[config.mk]
export PLATFORM = sky130hd
export DESIGN_NAME = fsm_share_arbiter_flat
export DESIGN_NICKNAME = d
export VERILOG_FILES = /design/src/rtl/fsm_share_arbiter_if.sv /design/src/rtl/fsm_share_arbiter.sv /design/src/flat_wrapper.sv
export SDC_FILE = /design/constraint.sdc
export NUM_CORES = 1
export LEC_CHECK = 0
export BUFFER_PORTS_ARGS = -buffer_cell sky130_fd_sc_hd__buf_4
export CORE_AREA = 2 2 50 52
export CTS_CLUSTER_DIAMETER = 100
export DETAILED_ROUTE_END_ITERATION = 10
export DIE_AREA = 0 0 52 54
export GPL_TIMING_DRIVEN = 0
export PLACE_DENSITY = 0.59
export SLEW_MARGIN = 25
export SYNTH_ARGS = -nofsm -noshare
export SYNTH_HDL_FRONTEND = slang
export SYNTH_SLANG_ARGS = --single-unit
[constraint.sdc]
create_clock -name clk -period 3.6 [get_ports clk]
set_input_delay 0.18 -clock clk [delete_from_list [all_inputs] [get_ports clk]]
set_output_delay 0.18 -clock clk [all_outputs]
set_load 0.02 [all_outputs]
[src/rtl/fsm_share_arbiter_if.sv]
// rtl/fsm_share_arbiter_if.sv - requester and shared-detector signals of fsm_share_arbiter
interface fsm_share_arbiter_if #(
    parameter int N_REQ = 4
);
    localparam int ID_W = $clog2(N_REQ);

    logic [N_REQ-1:0] req;
    logic [N_REQ-1:0] a_in;
    logic [N_REQ-1:0] b_in;
    logic [N_REQ-1:0] gnt;
    logic [ID_W-1:0]  gnt_id;
    logic             busy;
    logic             det_a;
    logic             det_b;
    logic             det_rst;
    logic             det_q;
    logic [N_REQ-1:0] q_out;

    // Stimulus/detector side.
    modport master (
        output req, a_in, b_in, det_q,
        input  gnt, gnt_id, busy, det_a, det_b, det_rst, q_out
    );

    // Arbiter side.
    modport slave (
        input  req, a_in, b_in, det_q,
        output gnt, gnt_id, busy, det_a, det_b, det_rst, q_out
    );
endinterface

[src/rtl/fsm_share_arbiter.sv]
// rtl/fsm_share_arbiter.sv - round-robin sharing of one A/B detector among N_REQ requesters
// Optional tenure timeout compiled in with FSM_SHARE_TIMEOUT_EN.
module fsm_share_arbiter #(
    parameter int N_REQ    = 4,
    parameter int MAX_HOLD = 16
) (
    input logic                clk,
    input logic                reset,
    fsm_share_arbiter_if.slave bus
);
    localparam int ID_W = $clog2(N_REQ);

    localparam logic [1:0] IDLE    = 2'd0;
    localparam logic [1:0] FLUSH   = 2'd1;
    localparam logic [1:0] GRANT   = 2'd2;
    localparam logic [1:0] RELEASE = 2'd3;

    if (N_REQ < 2 || N_REQ > 16 || MAX_HOLD < 2) begin : g_bad_param
        $error("fsm_share_arbiter: N_REQ must be 2..16 and MAX_HOLD at least 2");
    end

    logic [1:0]       state;
    logic [ID_W-1:0]  gnt_id;
    logic [ID_W-1:0]  rr_ptr;
    logic [ID_W-1:0]  winner;
    logic [N_REQ-1:0] sel_mask;
    logic             any_req;
    logic             timeout;

    // Descending scan so the lowest offset from rr_ptr wins.
    always_comb begin
        int idx;
        idx    = 0;
        winner = rr_ptr;
        for (int i = N_REQ - 1; i >= 0; i--) begin
            idx = (int'(rr_ptr) + i) % N_REQ;
            if (bus.req[ID_W'(idx)]) begin
                winner = ID_W'(idx);
            end
        end
    end

    assign any_req = |bus.req;

    always_comb begin
        sel_mask         = '0;
        sel_mask[gnt_id] = 1'b1;
    end

`ifdef FSM_SHARE_TIMEOUT_EN
    localparam int HOLD_W = $clog2(MAX_HOLD);
    logic [HOLD_W-1:0] hold_cnt;
    logic              hold_sat;

    assign hold_sat = (hold_cnt == HOLD_W'(MAX_HOLD - 1));
    // Only preempt when someone else is actually waiting.
    assign timeout  = hold_sat && (|(bus.req & ~sel_mask));

    always_ff @(posedge clk or posedge reset) begin
        if (reset) begin
            hold_cnt <= '0;
        end else if (state == FLUSH) begin
            hold_cnt <= '0;
        end else if (state == GRANT && !hold_sat) begin
            hold_cnt <= hold_cnt + HOLD_W'(1);
        end
    end
`else
    assign timeout = 1'b0;
`endif

    always_ff @(posedge clk or posedge reset) begin
        if (reset) begin
            state  <= IDLE;
            gnt_id <= '0;
            rr_ptr <= '0;
        end else begin
            case (state)
                IDLE: begin
                    if (any_req) begin
                        gnt_id <= winner;
                        state  <= FLUSH;
                    end
                end
                FLUSH: begin
                    state <= GRANT;
                end
                GRANT: begin
                    if (!bus.req[gnt_id] || timeout) begin
                        state <= RELEASE;
                    end
                end
                RELEASE: begin
                    rr_ptr <= (gnt_id == ID_W'(N_REQ - 1)) ? '0 : gnt_id + ID_W'(1);
                    state  <= IDLE;
                end
                default: begin
                    state <= IDLE;
                end
            endcase
        end
    end

    // Only the granted requester ever sees or drives the detector.
    always_comb begin
        bus.gnt   = '0;
        bus.q_out = '0;
        bus.det_a = 1'b0;
        bus.det_b = 1'b0;
        if (state == GRANT) begin
            bus.gnt           = sel_mask;
            bus.det_a         = bus.a_in[gnt_id];
            bus.det_b         = bus.b_in[gnt_id];
            bus.q_out[gnt_id] = bus.det_q;
        end
    end

    assign bus.gnt_id  = gnt_id;
    assign bus.busy    = (state != IDLE);
    assign bus.det_rst = reset | (state == FLUSH);
endmodule

[src/flat_wrapper.sv]
// flat-port wrapper written by rule: the top's interface ports become plain ports
module fsm_share_arbiter_flat 
#(
    parameter int N_REQ    = 4,
    parameter int MAX_HOLD = 16
)
  (clk, reset, bus_req, bus_a_in, bus_b_in, bus_det_q, bus_gnt, bus_gnt_id, bus_busy, bus_det_a, bus_det_b, bus_det_rst, bus_q_out);
  fsm_share_arbiter_if #(.N_REQ(N_REQ)) bus_i ();
  input logic clk;
  input logic reset;
  input wire logic [$bits(bus_i.req)-1:0] bus_req;
  input wire logic [$bits(bus_i.a_in)-1:0] bus_a_in;
  input wire logic [$bits(bus_i.b_in)-1:0] bus_b_in;
  input wire logic [$bits(bus_i.det_q)-1:0] bus_det_q;
  output wire logic [$bits(bus_i.gnt)-1:0] bus_gnt;
  output wire logic [$bits(bus_i.gnt_id)-1:0] bus_gnt_id;
  output wire logic [$bits(bus_i.busy)-1:0] bus_busy;
  output wire logic [$bits(bus_i.det_a)-1:0] bus_det_a;
  output wire logic [$bits(bus_i.det_b)-1:0] bus_det_b;
  output wire logic [$bits(bus_i.det_rst)-1:0] bus_det_rst;
  output wire logic [$bits(bus_i.q_out)-1:0] bus_q_out;
  assign bus_i.req = bus_req;
  assign bus_i.a_in = bus_a_in;
  assign bus_i.b_in = bus_b_in;
  assign bus_i.det_q = bus_det_q;
  assign bus_gnt = bus_i.gnt;
  assign bus_gnt_id = bus_i.gnt_id;
  assign bus_busy = bus_i.busy;
  assign bus_det_a = bus_i.det_a;
  assign bus_det_b = bus_i.det_b;
  assign bus_det_rst = bus_i.det_rst;
  assign bus_q_out = bus_i.q_out;
  fsm_share_arbiter #(.N_REQ(N_REQ), .MAX_HOLD(MAX_HOLD)) u_core (.clk(clk), .reset(reset), .bus(bus_i));
endmodule
# After elaboration in Yosys (flattened, before gate mapping)
# Cells that the tools add are included.
# classes
n_addsub	4
n_lt_le_gt_ge	6
eq_ne	6
mux	32
bitwise	2
n_reduce_logical	6
# op_table
op	n
< comparator 2 x 4 -> 1 bit, second input constant	4
binary-select mux 1 bit (select 2 bit)	7
2-to-1 mux 1 bit	14
2-to-1 mux 2 bit	7
2-to-1 mux 4 bit	2
case mux 2 bit (4 select lines)	1
equality test 2 bit, second input constant	3
adder 2 x 1 -> 2 bit, second input constant	2
adder 2 bit, second input constant	2
bitwise AND 4 bit	1
AND reduction 2 bit	2
OR reduction 4 bit	1
< comparator 2 x 3 -> 1 bit, second input constant	1
demux 1 bit (select 2 bit)	1
equality test 2 x 1 -> 1 bit, second input constant	1
>= comparator 2 x 1 -> 1 bit, second input constant	1
zero test 2 bit	1
inequality test 2 x 1 -> 1 bit, second input constant	1
inequality test 2 bit, second input constant	1
nonzero test 2 bit	1
logical AND 1 bit	1
OR 1 bit	1
# totals
register_bits	6
input_bits	15

# Longest topological paths before layout
# depth
ltp_word	8
ltp_mapped	6
depth_no_buf	6

# Worst setup path before layout
# OpenSTA, ideal clock, no wires.
# synth_path
kind	register -> output
start	reg u_core.gnt_id[0], in the netlist u_core.bus.gnt_id[0]
end	out bus_det_a
t_arrival_ps	1401
t_required_ps	3420
setup_slack_ps	2019
path_stages_with_launch	4
path_buffers	1
path_cell_list	dfrtp_1 > buf_2 > mux4_2 > and2_1
# synth_via
elab_chain_cells	3
# synth_rtl
element	line	source
start: declaration	fsm_share_arbiter.sv:23	logic [ID_W-1:0] gnt_id;
start signal: assignment	fsm_share_arbiter.sv:81	gnt_id <= winner;
binary-select mux 1 bit (select 2 bit)	fsm_share_arbiter.sv:112	bus.det_a = bus.a_in[gnt_id];
2-to-1 mux 1 bit (not written as such)	fsm_share_arbiter.sv:112	
2-to-1 mux 1 bit	fsm_share_arbiter.sv:110	if (state == GRANT) begin
end: declaration	flat_wrapper.sv:18	output wire logic [$bits(bus_i.det_a)-1:0] bus_det_a;
# Every way passes these cells. The select of a mux whose other input is x is not followed.

# Worst setup path in the final report
# layout_path
start	reg u_core.gnt_id[0], in the netlist u_core.bus.gnt_id[0]
end	out bus_det_b
# layout_via
elab_chain_cells	3
# layout_rtl
element	line	source
binary-select mux 1 bit (select 2 bit)	fsm_share_arbiter.sv:113	bus.det_b = bus.b_in[gnt_id];
2-to-1 mux 1 bit (not written as such)	fsm_share_arbiter.sv:113	
2-to-1 mux 1 bit	fsm_share_arbiter.sv:110	
end: declaration	flat_wrapper.sv:19	output wire logic [$bits(bus_i.det_b)-1:0] bus_det_b;
# Every way passes these cells. The select of a mux whose other input is x is not followed.

==> run_summary.xml <==
<?xml version="1.0" encoding="UTF-8"?>
<metrics>
  <group name="global_route">
    <metric name="grt_usage" unit="">0.106</metric>
    <metric name="maximum_number_of_pins_on_one_net_before_global_route_repair" unit="">11</metric>
    <metric name="grt_pass1_wl" unit="um">2190</metric>
    <metric name="grt_remaining_overflow" unit="">0</metric>
    <metric name="grt_antenna_before_repair" unit="">0</metric>
    <metric name="number_of_global_route_vias_before_repair" unit="">524</metric>
  </group>
  <group name="worst_setup_path">
    <metric name="critical_path.endpoint_type" unit="">output pin</metric>
    <metric name="timing.critical_path.fanout_max" unit="">7</metric>
    <metric name="cp.buffers_inverters" unit="">2</metric>
    <metric name="crit_cells" unit="">4</metric>
    <metric name="worstPathRequired" unit="ns">3.42</metric>
    <metric name="number_of_cells_traversed_by_the_worst_register_to_register_path" unit="">6</metric>
    <metric name="timing.critical_path.from_type" unit="">flip-flop</metric>
    <metric name="cpPeakStageDelay" unit="ns">0.50</metric>
    <metric name="path_delay_family" unit="">multiplexers</metric>
    <metric name="path_class" unit="">reg2out</metric>
    <metric name="cp_slowest_cell" unit="">sky130_fd_sc_hd__mux4_2</metric>
    <metric name="worstPathCellList" unit="">buf_2, mux4_2, and2_1, buf_4</metric>
    <metric name="cp.arrival" unit="ns">1.64</metric>
  </group>
  <group name="synth">
    <metric name="synth_fp_nets" unit="">89</metric>
    <metric name="synth_area_leader_cell" unit="">sky130_fd_sc_hd__dfrtp_1</metric>
    <metric name="synth_compound_area_frac" unit="">0.0804</metric>
    <metric name="synth_top_area_frac" unit="">0.247</metric>
    <metric name="post_synth_inst_count" unit="">66</metric>
    <metric name="netlist_area" unit="um^2">607</metric>
    <metric name="synth_simple_gate_area_frac" unit="">0.274</metric>
    <metric name="synth.lib_cells_used.distinct" unit="">28</metric>
    <metric name="synthMuxAreaShare" unit="">0.163</metric>
    <metric name="yosys-top-cells-area" unit="">sky130_fd_sc_hd__dfrtp_1 25%, sky130_fd_sc_hd__ha_1 16%, sky130_fd_sc_hd__mux4_2 7.4%</metric>
    <metric name="proportion_of_synthesized_flip_flops_having_asynchronous_set_or_reset" unit="">1.00</metric>
    <metric name="yosys_most_used_dff" unit="">sky130_fd_sc_hd__dfrtp_1</metric>
    <metric name="syn_area_per_cell" unit="um^2">9.19</metric>
    <metric name="ys_seq_elements" unit="">6</metric>
    <metric name="combinational_family_with_the_most_area_after_synthesis" unit="">simple AND/OR/NAND/NOR gates</metric>
    <metric name="synthXorXnorAreaFrac" unit="">0</metric>
    <metric name="synth-seq-area-share" unit="">0.247</metric>
    <metric name="number_of_flops_mapped_to_enable_cells_by_yosys" unit="">0</metric>
    <metric name="yosys_warnings" unit="">0</metric>
    <metric name="yosys.cell_count.top_type" unit="">sky130_fd_sc_hd__ha_1</metric>
    <metric name="adder_cell_share_of_the_synthesized_area" unit="">0.165</metric>
    <metric name="ys_top_cells_by_count" unit="">8 x sky130_fd_sc_hd__ha_1, 6 x sky130_fd_sc_hd__and2_1, 6 x sky130_fd_sc_hd__dfrtp_1, 6 x sky130_fd_sc_hd__inv_1</metric>
  </group>
  <group name="clocking">
    <metric name="cts-htree-levels" unit="">1</metric>
    <metric name="worstSkewPairLatency" unit="ns">0.24</metric>
    <metric name="clkSinkCount" unit="">6</metric>
    <metric name="cts_post_setup_buffers_inserted" unit="">0</metric>
    <metric name="cts_tree" unit="">done</metric>
    <metric name="postCtsResizedCells" unit="">0</metric>
    <metric name="postCtsHoldBufs" unit="">1</metric>
    <metric name="ctsRootBufferMaster" unit="">sky130_fd_sc_hd__clkbuf_4</metric>
    <metric name="cts_buffers" unit="">3</metric>
    <metric name="clock_path_buffers" unit="">2</metric>
    <metric name="clkSlewWorstSetupHoldPaths" unit="ns">0.04</metric>
  </group>
  <group name="detailed_routing">
    <metric name="dr_pass1_iterations" unit="">3</metric>
    <metric name="route.vias.total" unit="">566</metric>
    <metric name="detail_route.wl_per_cell" unit="um">10.4</metric>
    <metric name="1st_iter_drt_viols" unit="">2</metric>
    <metric name="per_cell_via_count_in_the_routed_design" unit="">4.42</metric>
    <metric name="postRouteWirelength" unit="um">1330</metric>
    <metric name="antenna_left" unit="">0</metric>
    <metric name="drc_errors" unit="">0</metric>
  </group>
  <group name="final_layout">
    <metric name="antennaDiodeCount" unit="">0</metric>
    <metric name="fin_area" unit="um^2">887</metric>
    <metric name="num-nets-final" unit="">123</metric>
    <metric name="synthToLayoutAreaGrowth" unit="%">46.2</metric>
    <metric name="drive_gt1_frac" unit="">0.388</metric>
    <metric name="final-instance-count-excl-fill" unit="">128</metric>
  </group>
  <group name="timing">
    <metric name="rsz_0062_raised_after_global_routing" unit="">no</metric>
    <metric name="relSlewSlack" unit="">0.830</metric>
    <metric name="timing_max_transition_violations_final" unit="">0</metric>
    <metric name="postLayoutSetupSlackWorst" unit="ns">1.78</metric>
    <metric name="setup_viol" unit="">0</metric>
    <metric name="final.setup.tns" unit="ns">0</metric>
    <metric name="worst_pin_slew" unit="ns">0.256</metric>
    <metric name="whs" unit="ns">0.276</metric>
    <metric name="timing.final.hold_violations" unit="">0</metric>
    <metric name="timing.clock.skew" unit="ns">0.00121</metric>
    <metric name="period_needed" unit="ns">1.82</metric>
    <metric name="finalCritPeriodShare" unit="">0.507</metric>
    <metric name="maxClockFrequency" unit="MHz">548</metric>
  </group>
  <group name="place">
    <metric name="place_area" unit="um^2">855</metric>
    <metric name="place.detailed.hpwl" unit="um">1110</metric>
    <metric name="post-place-cells" unit="">124</metric>
    <metric name="place.port_buffers" unit="">28</metric>
    <metric name="preCtsSetupSlack" unit="ns">2.02</metric>
    <metric name="gp_routability_congestion" unit="">0.690</metric>
  </group>
  <group name="die">
    <metric name="ioPinCount" unit="">29</metric>
    <metric name="chipWidth" unit="um">52</metric>
    <metric name="fp-row-count" unit="">18</metric>
    <metric name="floorplan.initialDensity" unit="">0.262</metric>
    <metric name="design.core.area" unit="mm^2">0.00232</metric>
    <metric name="design.die.area" unit="mm^2">0.00281</metric>
    <metric name="die_height" unit="um">54</metric>
  </group>
  <group name="pwr">
    <metric name="share_clk_of_total_power" unit="">0.099</metric>
    <metric name="p_sw" unit="uW">272</metric>
    <metric name="seq_power_share" unit="">0.226</metric>
    <metric name="power_frac_comb" unit="">0.675</metric>
    <metric name="intPower" unit="uW">349</metric>
    <metric name="vdd_ir_drop_max" unit="uV">414</metric>
    <metric name="leakagePower" unit="nW">0.452</metric>
    <metric name="netSwitchingFraction" unit="">0.438</metric>
    <metric name="power_per_cell_area" unit="mW/mm^2">700</metric>
  </group>
  <group name="min_path">
    <metric name="worst_hold_path_cells" unit="">3</metric>
    <metric name="hold_class" unit="">in2reg</metric>
  </group>
  <group name="job">
    <metric name="cap_violations" unit="">0</metric>
  </group>
  <group name="status">
    <metric name="status" unit="">completed</metric>
  </group>
</metrics>
[registers in the layout, indices dropped and copies added, names as in the netlist]
register,count
u_core.bus.gnt_id,2
u_core.rr_ptr,2
u_core.state,2
[kinds of logic (layout without fill, tap and decap cells)]
kind of cell	after synthesis	count (layout)
DFF	6	6
buffers and inverters	9	41
AOI/OAI and AO/OA	8	8
muxes	7	7
adders and majority gates	8	8
and+or+nand+nor	28	28
[layout make-up]
class / count / area [um^2]
plain buffers: 3 / 20.0
clock buffers: 3 / 22.5
fillers: 241 / 1430
inverters: 6 / 22.5
multi-input cells: 51 / 414
flip-flops and latches: 6 / 150
well taps: 30 / 37.5
repair buffers: 29 / 220
[worst min-delay path, stage by stage]
cell and delay (ns):
sky130_fd_sc_hd__buf_4 0.11, sky130_fd_sc_hd__o21ai_0 0.07, sky130_fd_sc_hd__o21ai_1 0.12
[through the flow]
stage	total power, mW	utilization
floorplan	0.427	-
global placement	0.559	0.368
detailed placement	0.567	0.368
CTS	0.630	0.382
global route	0.686	0.382
finish	0.621	0.382
[path summary, 6_finish.rpt]
| check | startpoint | to | slack, ns |
|---|---|---|---|
| setup reg to reg | u_core.state[0]$_DFFE_PP0P_ | u_core.state[1]$_DFFE_PP0P_ | 2.05 |
| hold / removal | bus_req[3] | u_core.bus.gnt_id[0]$_DFFE_PP0P_ | 0.28 |
| hold reg to reg | u_core.rr_ptr[0]$_DFFE_PP0N_ | u_core.rr_ptr[0]$_DFFE_PP0N_ | 0.55 |
| min in group asynchronous | reset | u_core.state[1]$_DFFE_PP0P_ | 0.41 |
| setup / recovery | u_core.bus.gnt_id[0]$_DFFE_PP0P_ | bus_det_b | 1.78 |
| max in group asynchronous | reset | u_core.bus.gnt_id[1]$_DFFE_PP0P_ | 3.00 |
[power groups by stage]
stage | logic [mW] | registers, mW | clock network [mW]
floorplan | 0.283 | 0.144 | 0
global placement | 0.419 | 0.140 | 0
detailed placement | 0.425 | 0.142 | 0
CTS | 0.427 | 0.141 | 0.0627
global route | 0.472 | 0.146 | 0.0676
finish | 0.419 | 0.140 | 0.0613
[placed cells by master, fill, tap and decap left out, drive strengths merged]
cell type	n
mux2	3
mux4	2
inv	6
clkbuf	4
nor3	1
nor2	4
or2	1
buf	30
and2	6
nor2b	2
a21oi	2
and3	4
mux2i	2
nor4	1
o22a	1
a31oi	1
ha	8
nand2	3
and3b	1
o21ai	2
o22ai	1
dlygate4sd3	1
nand2b	4
dfrtp	6
o31ai	1
nor3b	1
[metal layers]
metal | wire length [um] | GRT usage | share of wire | vias to the layer above
met5 | 0 | 0 | 0 | -
met4 | 8 | 0.0395 | 0.0060 | 0
met3 | 160 | 0.0389 | 0.12 | 2
met2 | 584 | 0.184 | 0.44 | 27
met1 | 580 | 0.119 | 0.43 | 249
li1 | - | - | - | 288
Note: power is estimated with default switching activity, not from simulation.
